File: src/rtl/display_pkg.sv
// Shared types and helpers for the display scanner.
//   NDIG      : number of multiplexed digits
//   nibble_t  : one hex digit as presented to the segment decoder
//   digen_t   : one-hot digit enable vector
//   lzb_keep  : per-digit "keep lit" mask for leading-zero blanking
package display_pkg;

  localparam int NDIG = 4;

  typedef logic [3:0]      nibble_t;
  typedef logic [NDIG-1:0] digen_t;

  // Digit k (k >= 1) stays lit only if some digit at or above k is non-zero.
  // Digit 0 is always kept so a zero value still shows a single "0".
  function automatic digen_t lzb_keep(input logic [4*NDIG-1:0] d);
    digen_t m;
    logic   any_nz;
    m      = '0;
    any_nz = 1'b0;
    for (int k = NDIG - 1; k >= 1; k--) begin
      any_nz = any_nz | (|d[4*k +: 4]);
      m[k]   = any_nz;
    end
    m[0] = 1'b1;
    return m;
  endfunction

endpackage

File: src/rtl/scan_tick.sv
// Digit-slot prescaler.
//   clk  : system clock
//   rst  : asynchronous active-high reset
//   tick : high during the last cycle of each CLK_DIV-cycle slot
module scan_tick
  import display_pkg::*;
#(
  parameter int CLK_DIV = 50000
) (
  input  logic clk,
  input  logic rst,
  output logic tick
);

  localparam int CW = $clog2(CLK_DIV);

  logic [CW-1:0] cnt;

  assign tick = (cnt == CW'(CLK_DIV - 1));

  always_ff @(posedge clk or posedge rst) begin
    if (rst) begin
      cnt <= '0;
    end else if (tick) begin
      cnt <= '0;
    end else begin
      cnt <= cnt + 1'b1;
    end
  end

endmodule

File: src/rtl/display_scan.sv
// Time-multiplexed 4-digit hex scanner feeding a seven-segment decoder.
//   clk    : system clock
//   rst    : asynchronous active-high reset
//   value  : 16-bit hex value, value[3:0] is the rightmost digit
//   load   : single-cycle strobe capturing value (committed at frame boundary)
//   lzb    : leading-zero blanking enable
//   blank  : forces all digit enables low
//   busy   : a loaded value is waiting for the next frame boundary
//   nib    : nibble of the digit currently being scanned
//   dig_en : one-hot active-high digit enable
module display_scan
  import display_pkg::*;
#(
  parameter int CLK_DIV = 50000
) (
  input  logic                 clk,
  input  logic                 rst,
  input  logic [4*NDIG-1:0]    value,
  input  logic                 load,
  input  logic                 lzb,
  input  logic                 blank,
  output logic                 busy,
  output nibble_t              nib,
  output digen_t               dig_en
);

  logic                tick;
  logic [1:0]          idx;
  logic [4*NDIG-1:0]   pend;
  logic                pend_v;
  logic [4*NDIG-1:0]   disp;

  logic [1:0]          idx_nxt;
  logic [4*NDIG-1:0]   pend_nxt;
  logic                pend_v_nxt;
  logic [4*NDIG-1:0]   disp_nxt;
  logic                frame_end;
  digen_t              en_nxt;

  scan_tick #(.CLK_DIV(CLK_DIV)) u_tick (
    .clk  (clk),
    .rst  (rst),
    .tick (tick)
  );

  assign frame_end = tick && (idx == 2'd3);
  assign busy      = pend_v;

  always_comb begin
    idx_nxt    = tick ? idx + 2'd1 : idx;
    pend_nxt   = pend;
    pend_v_nxt = pend_v;
    disp_nxt   = disp;
    if (frame_end) begin
      // A load landing on the boundary edge bypasses pend entirely.
      if (load) begin
        disp_nxt   = value;
        pend_v_nxt = 1'b0;
      end else if (pend_v) begin
        disp_nxt   = pend;
        pend_v_nxt = 1'b0;
      end
    end else if (load) begin
      pend_nxt   = value;
      pend_v_nxt = 1'b1;
    end

    // Outputs follow the next-state index and value so the new digit and
    // freshly committed data appear on the same edge the index advances.
    en_nxt = digen_t'(1) << idx_nxt;
    if (lzb) begin
      en_nxt = en_nxt & lzb_keep(disp_nxt);
    end
    if (blank) begin
      en_nxt = '0;
    end
  end

  always_ff @(posedge clk or posedge rst) begin
    if (rst) begin
      idx    <= '0;
      pend   <= '0;
      pend_v <= 1'b0;
      disp   <= '0;
      nib    <= '0;
      dig_en <= digen_t'(1);
    end else begin
      idx    <= idx_nxt;
      pend   <= pend_nxt;
      pend_v <= pend_v_nxt;
      disp   <= disp_nxt;
      nib    <= disp_nxt[{idx_nxt, 2'b00} +: 4];
      dig_en <= en_nxt;
    end
  end

endmodule
File: config.mk
export PLATFORM = sky130hd
export DESIGN_NAME = display_scan
export DESIGN_NICKNAME = d
export VERILOG_FILES = /design/src/rtl/display_pkg.sv /design/src/rtl/scan_tick.sv /design/src/rtl/display_scan.sv
export SDC_FILE = /design/constraint.sdc
export NUM_CORES = 1
export LEC_CHECK = 0
export CAP_MARGIN = 30
export CORE_MARGIN = 5
export CORE_UTILIZATION = 67
export DETAILED_ROUTE_END_ITERATION = 12
export DONT_BUFFER_PORTS = 1
export GPL_TIMING_DRIVEN = 1
export PLACE_DENSITY = 0.89
export SYNTH_ARGS = -nofsm -noshare
export SYNTH_HDL_FRONTEND = slang
export SYNTH_HIERARCHICAL = 1
export SYNTH_SLANG_ARGS = --single-unit
File: constraint.sdc
create_clock -name clk -period 6.45 [get_ports clk]
set_input_delay 0.645 -clock clk [delete_from_list [all_inputs] [get_ports clk]]
set_output_delay 0.645 -clock clk [all_outputs]
set_load 0.01 [all_outputs]
==> summary.md, run 1 <==
| Metric | Value |
|---|---|
| Post-Syn Area per Cell | `11.2 µm²` |
| WL final | `slightly above 6000 µm` |
| Crit path arrival time | `3.70 ns` |
| Global-route wire length before repair | `~10,000 µm` |
| Critical path's largest stage delay | `0.80 ns` |
| CTS H-tree depth | `3` |
| Yosys cell types | `54` |
| Crit. End Element | `register` |
| RSZ-0062 raised after global routing | `no` |
| Mapped Cells | `between 200 and 300` |
| # port buffers | `0` |
| CTS tree | `done` |
| CTS sink cnt | `59` |
| Cts hold-fix bufs | `0` |
| WP buf/inv | `0` |
| Clock Path Buffers | `2` |
| Pwr Total | `between 0.7 and 0.8 mW` |
| Share of layout cells above drive strength 1 | `0.162` |
| Row count | `23` |
| Worst setup path class | `register to register` |
| Drt pass-1 iters | `5` |
| Ys async rst share | `1.00` |
| # resized after CTS | `0` |
| Fill cell count | `approximately 260` |
| Clock-pin slew of the registers on the worst-case setup and hold paths | `roughly 0.06 ns` |
| Status | `completed` |
| HPWL after DPL | `~4000 µm` |
| Post-synth net total | `277` |
| Max-cap violations | `0` |
| Starting DRT DRC Count | `333` |
| Max frequency | `a little under 300 MHz` |
| Antenna Cells | `0` |
| Post-route ant nets | `0` |
| GRT overflow | `0` |
| Post-synthesis register bit count | `slightly below 60` |
| Core outline area | `between 4000 and 5000 µm²` |
| Remaining DRCs | `0` |
| Setup TNS Final | `0 ns` |
| GRT Total Usage | `0.245` |
| Vias/cell | `6.90` |
| Die W | `75.1 µm` |
| Fin. max-slew vios | `0` |
| Leak | `about 1.3 nW` |
| Maximum vdd drop | `approximately 250 µV` |
| Main synth FF type | `dfrtp_1` |
| Vias in the first global route | `roughly 2,100` |
| Synth-to-Final Area Change | `4.80%` |
| Yosys warnings | `6` |
| Clock latency on the worst-skew pair | `between 0.3 and 0.4 ns` |
| Via count | `approximately 2,100` |
| EDFF count, synth | `0` |
| Antenna violations before repair | `0` |
| # nets final | `278` |
| Power Dens Cells | `between 200 and 250 nW/µm²` |
| Crit path launch type | `register` |
| Final setup viols | `0` |
| Clock skew | `~0.0095 ns` |
| Hold Crit Class | `primary input to asynchronous set/reset pin` |
| GP Congestion | `around 0.84` |
| Starting Density | `0.700` |
| Min Tclk post-route | `3.47 ns` |
| Clk root buf | `clkbuf_8` |
| I/O pin cnt | `30` |
| Setup repair bufs after CTS | `0` |
| Worst relative slew slack | `0.311` |
| CP cell instances | `ha_1 > nand3_1 > nor4_4 > and2_4 > nand2_8 > o22ai_1 > a21oi_1 > or4_1 > o21a_1` |
| Sequential fraction of the synthesis area | `0.520` |
| Final Hold Vio Count | `0` |
| Critical Path RT | `~6.7 ns` |
| Die Area | `roughly 5600 µm²` |
| Max FO, Critical Path | `22` |
| Synthesized cell area | `2840 µm²` |
| CTS Buf Count | `9` |
| Slew @ Worst Pin | `1.03 ns` |
| CP delay by family, top | `simple AND/OR/NAND/NOR gates` |
| Largest net degree at the start of global routing | `44` |
| Die Y-Extent | `75.1 µm` |
| Final Cycle Share | `0.538` |
| WL per Instance | `19.9 µm` |
| Slowest-stage cell, CP | `nor4_4` |
kinds of logic after synthesis:
family	after synthesis	synth area share
AND/OR/NAND/NOR	84	0.175
AO/OA/AOI/OAI	62	0.148
flip-flops	59	0.520
buffers and inverters	17	0.0423
multiplexers	17	0.0665
XOR/XNOR	13	0.0401
adder cells (fa/ha/maj)	2	0.00881
state kept, by name (all words and copies together) (netlist names):
name / flops
u_tick/cnt: 16
busy: 1
pend: 16
disp: 16
dig_en: 4
idx: 2
nib: 4
layer usage:
layer | vias to the layer above | GRT usage | part of all wire
met5 | - | 0 | 0
met4 | 0 | 0.0850 | 0.019
met3 | 20 | 0.0908 | 0.090
met2 | 111 | 0.365 | 0.47
met1 | 1057 | 0.332 | 0.42
li1 | 951 | - | -
per-stage QoR:
stage / utilization / hold WS (ns) / cells / setup slack, ns / instance area [µm²]
after floorplan: - / 0.459 / 254 / 3.53 / 2840
after global placement: 0.693 / 0.474 / 294 / 3.18 / 2810
after detailed placement: 0.693 / 0.476 / 294 / 3.05 / 2810
after CTS: 0.734 / 0.266 / 310 / 3.05 / 2980
after global routing: 0.734 / 0.328 / 310 / 2.80 / 2980
final: 0.734 / 0.256 / 310 / 2.98 / 2980
Yosys cell counts, drive strengths merged, types with 7 or more instances:
| cell | count | area, µm² |
|---|---|---|
| dfrtp | 58 | 1450 |
| nand2 | 23 | 110 |
| o22ai | 19 | 131 |
| mux2 | 15 | 169 |
| nor2 | 15 | 58.8 |
| a21oi | 11 | 55.1 |
| a31oi | 10 | 62.6 |
| buf | 8 | 86.3 |
| o21ai | 8 | 47.5 |
| nor4 | 7 | 65.1 |
| xor2 | 7 | 61.3 |
power by group:
group | leakage [nW] | internal, mW | switching [mW]
clock | 0.0872 | 0.148 | 0.138
sequential | 0.744 | 0.384 | 0.0105
combinational | 0.471 | 0.0166 | 0.0201
total | 1.30 | 0.549 | 0.169
layout by cell type, fill, tap and decap left out, types with 6 or more instances in the layout:
master | netlist | final
dfrtp_1 | 58 | 58
nand2_1 | 21 | 21
o22ai_1 | 17 | 17
nor2_1 | 14 | 14
mux2_2 | 12 | 12
a21oi_1 | 11 | 11
a31oi_1 | 10 | 10
clkbuf_8 | 0 | 10
xor2_1 | 7 | 7
xnor2_1 | 6 | 6
nor2b_1 | 6 | 6
nand4_1 | 6 | 6
path summary, 6_finish.rpt:
path	depth (start not counted)	startpoint	to	slack, ns
worst max-delay path	9	u_tick/cnt[0]$_DFF_PP0_	dig_en[1]$_DFF_PP0_	2.98
worst min-delay path	1	rst	u_tick/cnt[15]$_DFF_PP0_	0.26
worst max register to register	9	u_tick/cnt[0]$_DFF_PP0_	dig_en[1]$_DFF_PP0_	2.98
worst min register to register	1	pend[0]$_DFFE_PP0P_	pend[0]$_DFFE_PP0P_	0.49
max in group asynchronous	2	rst	dig_en[0]$_DFF_PP1_	5.76
min in group clk	1	blank	dig_en[0]$_DFF_PP1_	0.36
layout make-up:
| cell class | count | area, µm² | share of cell area |
|---|---|---|---|
| flip-flops and latches | 59 | 1480 | 0.496 |
| multi-input cells | 178 | 1240 | 0.418 |
| clock buffers | 13 | 149 | 0.0500 |
| well taps | 50 | 62.6 | 0.0210 |
| inverters | 6 | 22.5 | 0.00756 |
| clock inverters | 3 | 15.0 | 0.00504 |
| repair buffers | 1 | 7.51 | 0.00252 |
Note: power is estimated with default switching activity, not from simulation.
==> run 2, diff against run 1 <==
--- a/config.mk
+++ b/config.mk
@@ -7,11 +7,11 @@
 export LEC_CHECK = 0
 export CAP_MARGIN = 30
 export CORE_MARGIN = 5
-export CORE_UTILIZATION = 67
+export CORE_UTILIZATION = 56
 export DETAILED_ROUTE_END_ITERATION = 12
 export DONT_BUFFER_PORTS = 1
 export GPL_TIMING_DRIVEN = 1
-export PLACE_DENSITY = 0.89
+export PLACE_DENSITY = 0.8
 export SYNTH_ARGS = -nofsm -noshare
 export SYNTH_HDL_FRONTEND = slang
 export SYNTH_HIERARCHICAL = 1
==> constraint.sdc (replaced) <==
create_clock -name clk -period 3 [get_ports clk]
set_input_delay 0.3 -clock clk [delete_from_list [all_inputs] [get_ports clk]]
set_output_delay 0.3 -clock clk [all_outputs]
set_load 0.01 [all_outputs]
==> run 2 against run 1 <==
  * Largest power group unchanged
  * Critical path depth fell by 1
  * Largest cell class unchanged
  * Sequential power grew 110%
  * Hold slack worse by 0.21 ns
  * Count of clock-buffer cells in the layout decreased by 1
  * Core utilization down 12 points
  * Via count fell by 4.5%
  * Power grew 110%
  * Combinational power increased by 120%
  * Clock skew is essentially flat
==> summary.md, run 2 (synthesis gave the netlist of run 1 again) <==
| Metric | Value |
|---|---|
| CTS Buf Count | `9` |
| Max FO, Critical Path | `11` |
| Final setup viols | `0` |
| Fin. max-slew vios | `0` |
| Die Y-Extent | `roughly 80 µm` |
| WL met1 | `2730 µm` |
| Routed wl met2 | `about 2700 µm` |
| Slew @ Worst Pin | `about 0.61 ns` |
| Remaining DRCs | `0` |
| # port buffers | `0` |
| CTS sink cnt | `~60` |
| Post-route ant nets | `0` |
| Crit. End Element | `register` |
| GRT overflow | `0` |
| Top routing layer used | `met4` |
| HP Start | `blank` |
| Clock latency on the worst-skew pair | `0.33 ns` |
| Hold slack | `around 0.046 ns` |
| Crit path arrival time | `3.02 ns` |
| Power Dens Cells | `approximately 500 nW/µm²` |
| Regs by FF count | `disp x16, pend x16, u_tick/cnt x16` |
| Row count | `26` |
| Worst setup path class | `register to register` |
| Status | `completed` |
| Clock skew | `0.00963 ns` |
| Starting DRT DRC Count | `296` |
| Clock-pin slew of the registers on the worst-case setup and hold paths | `0.06 ns` |
| Vias in the first global route | `1,992` |
| WL final | `5970 µm` |
| # nets final | `288` |
| Worst relative slew slack | `0.591` |
| Worst hold stages | `1` |
| HPWL after DPL | `a little over 4000 µm` |
| Starting Density | `0.567` |
| Share of layout cells above drive strength 1 | `0.186` |
| Setup repair bufs after CTS | `0` |
| Final Cycle Share | `0.938` |
| Largest net degree at the start of global routing | `between 40 and 50` |
| Final WS setup | `around 0.19 ns` |
| RSZ-0062 raised after global routing | `no` |
| I/O pin cnt | `30` |
| Most frequent cells in the layout | `dfrtp_1 (58), nand2_1 (21), o22ai_1 (17), nor2_1 (14), mux2_2 (12)` |
| Synth-to-Final Area Change | `8.37%` |
| Die Area | `6600 µm²` |
| WL per Instance | `about 18 µm` |
| Slowest-stage cell, CP | `or4b_4` |
| CP cell instances | `or4b_4 > nor4_4 > and2_4 > nand2_8 > o22ai_1 > a21oi_1 > or4_1 > o21a_1` |
| Vias/cell | `around 6.0` |
| Global-route wire length before repair | `around 10000 µm` |
| Antenna Cells | `0` |
| Dpl ws | `0.232 ns` |
| Crit path launch type | `register` |
| Leak | `between 1 and 1.5 nW` |
| Min Tclk post-route | `between 2 and 3 ns` |
| CTS H-tree depth | `3` |
| Critical path's largest stage delay | `around 0.55 ns` |
| Critical Path RT | `about 3.2 ns` |
| Die W | `81.2 µm` |
| Via count | `~2,000` |
| Hold Crit Class | `primary input to register` |
| Depth of the most critical reg-to-reg path | `8` |
| Setup TNS Final | `0 ns` |
| Max frequency | `between 300 and 400 MHz` |
| GRT Total Usage | `0.199` |
| Maximum vdd drop | `415 µV` |
| CTS tree | `done` |
| Antenna violations before repair | `0` |
| Drt pass-1 iters | `4` |
| R2r endpoint | `dig_en[1]$_DFF_PP0_` |
| Worst R2R Start | `u_tick/cnt[7]$_DFF_PP0_` |
| Max-cap violations | `0` |
| Cts hold-fix bufs | `1` |
| Clk root buf | `clkbuf_8` |
| Commonest non-fill, non-tap cell in the layout | `dfrtp_1` |
| GP Congestion | `around 0.87` |
| Final Hold Vio Count | `0` |
| # resized after CTS | `0` |
| Worst reg2reg setup slack | `about 0.19 ns` |
| Met3 Wirelength | `approximately 500 µm` |
| Clock Path Buffers | `2` |
| Core outline area | `~5000 µm²` |
| WHS Endpoint | `dig_en[3]$_DFF_PP0_` |
run 2: where the power goes:
group          switching [mW]  internal [mW]  leakage (nW)
Combinational          0.0439         0.0383         0.516
Sequential             0.0215          0.827         0.744
Clock                   0.286          0.314        0.0860
run 2: layer usage:
layer	GRT usage	up-vias
li1	-	966
met1	0.288	988
met2	0.284	82
met3	0.0588	6
met4	0.0743	0
met5	0	-
run 2: worst max-delay path by stage:
stage                                  from             endpoint  slack (ns)  depth (start not counted)
floorplan           u_tick/cnt[4]$_DFF_PP0_  dig_en[1]$_DFF_PP0_        0.08                          9
global placement    u_tick/cnt[7]$_DFF_PP0_  dig_en[1]$_DFF_PP0_        0.27                          8
detailed placement  u_tick/cnt[7]$_DFF_PP0_  dig_en[1]$_DFF_PP0_        0.23                          8
CTS                 u_tick/cnt[7]$_DFF_PP0_  dig_en[1]$_DFF_PP0_        0.21                          8
global route        u_tick/cnt[7]$_DFF_PP0_  dig_en[1]$_DFF_PP0_        0.02                          8
finish              u_tick/cnt[7]$_DFF_PP0_  dig_en[1]$_DFF_PP0_        0.19                          8
run 2: area by class of cell:
class	count	area (µm²)
Timing Repair Buffer	11	87.6
Clock inverter	3	15.0
Inverter	6	22.5
Tap cell	70	87.6
Fill cell	418	1930
Multi-Input combinational cell	178	1240
Sequential cell	59	1480
Clock buffer	12	145
run 2: critical path, delay by kind of cell, from the launching register on:
family,cells,cell delay (ns)
compound gates,3,0.49
simple gates,5,1.79
flops,1,0.41
run 2: metrics by stage:
step	total power, mW	area [µm²]	util	instances
2_1_floorplan	0.924	2840	-	254
3_3_place_gp	0.940	2900	0.579	322
3_5_place_dp	0.942	2900	0.579	322
4_1_cts	1.54	3070	0.613	338
5_1_grt	1.59	3080	0.615	339
6_report	1.53	3080	0.615	339
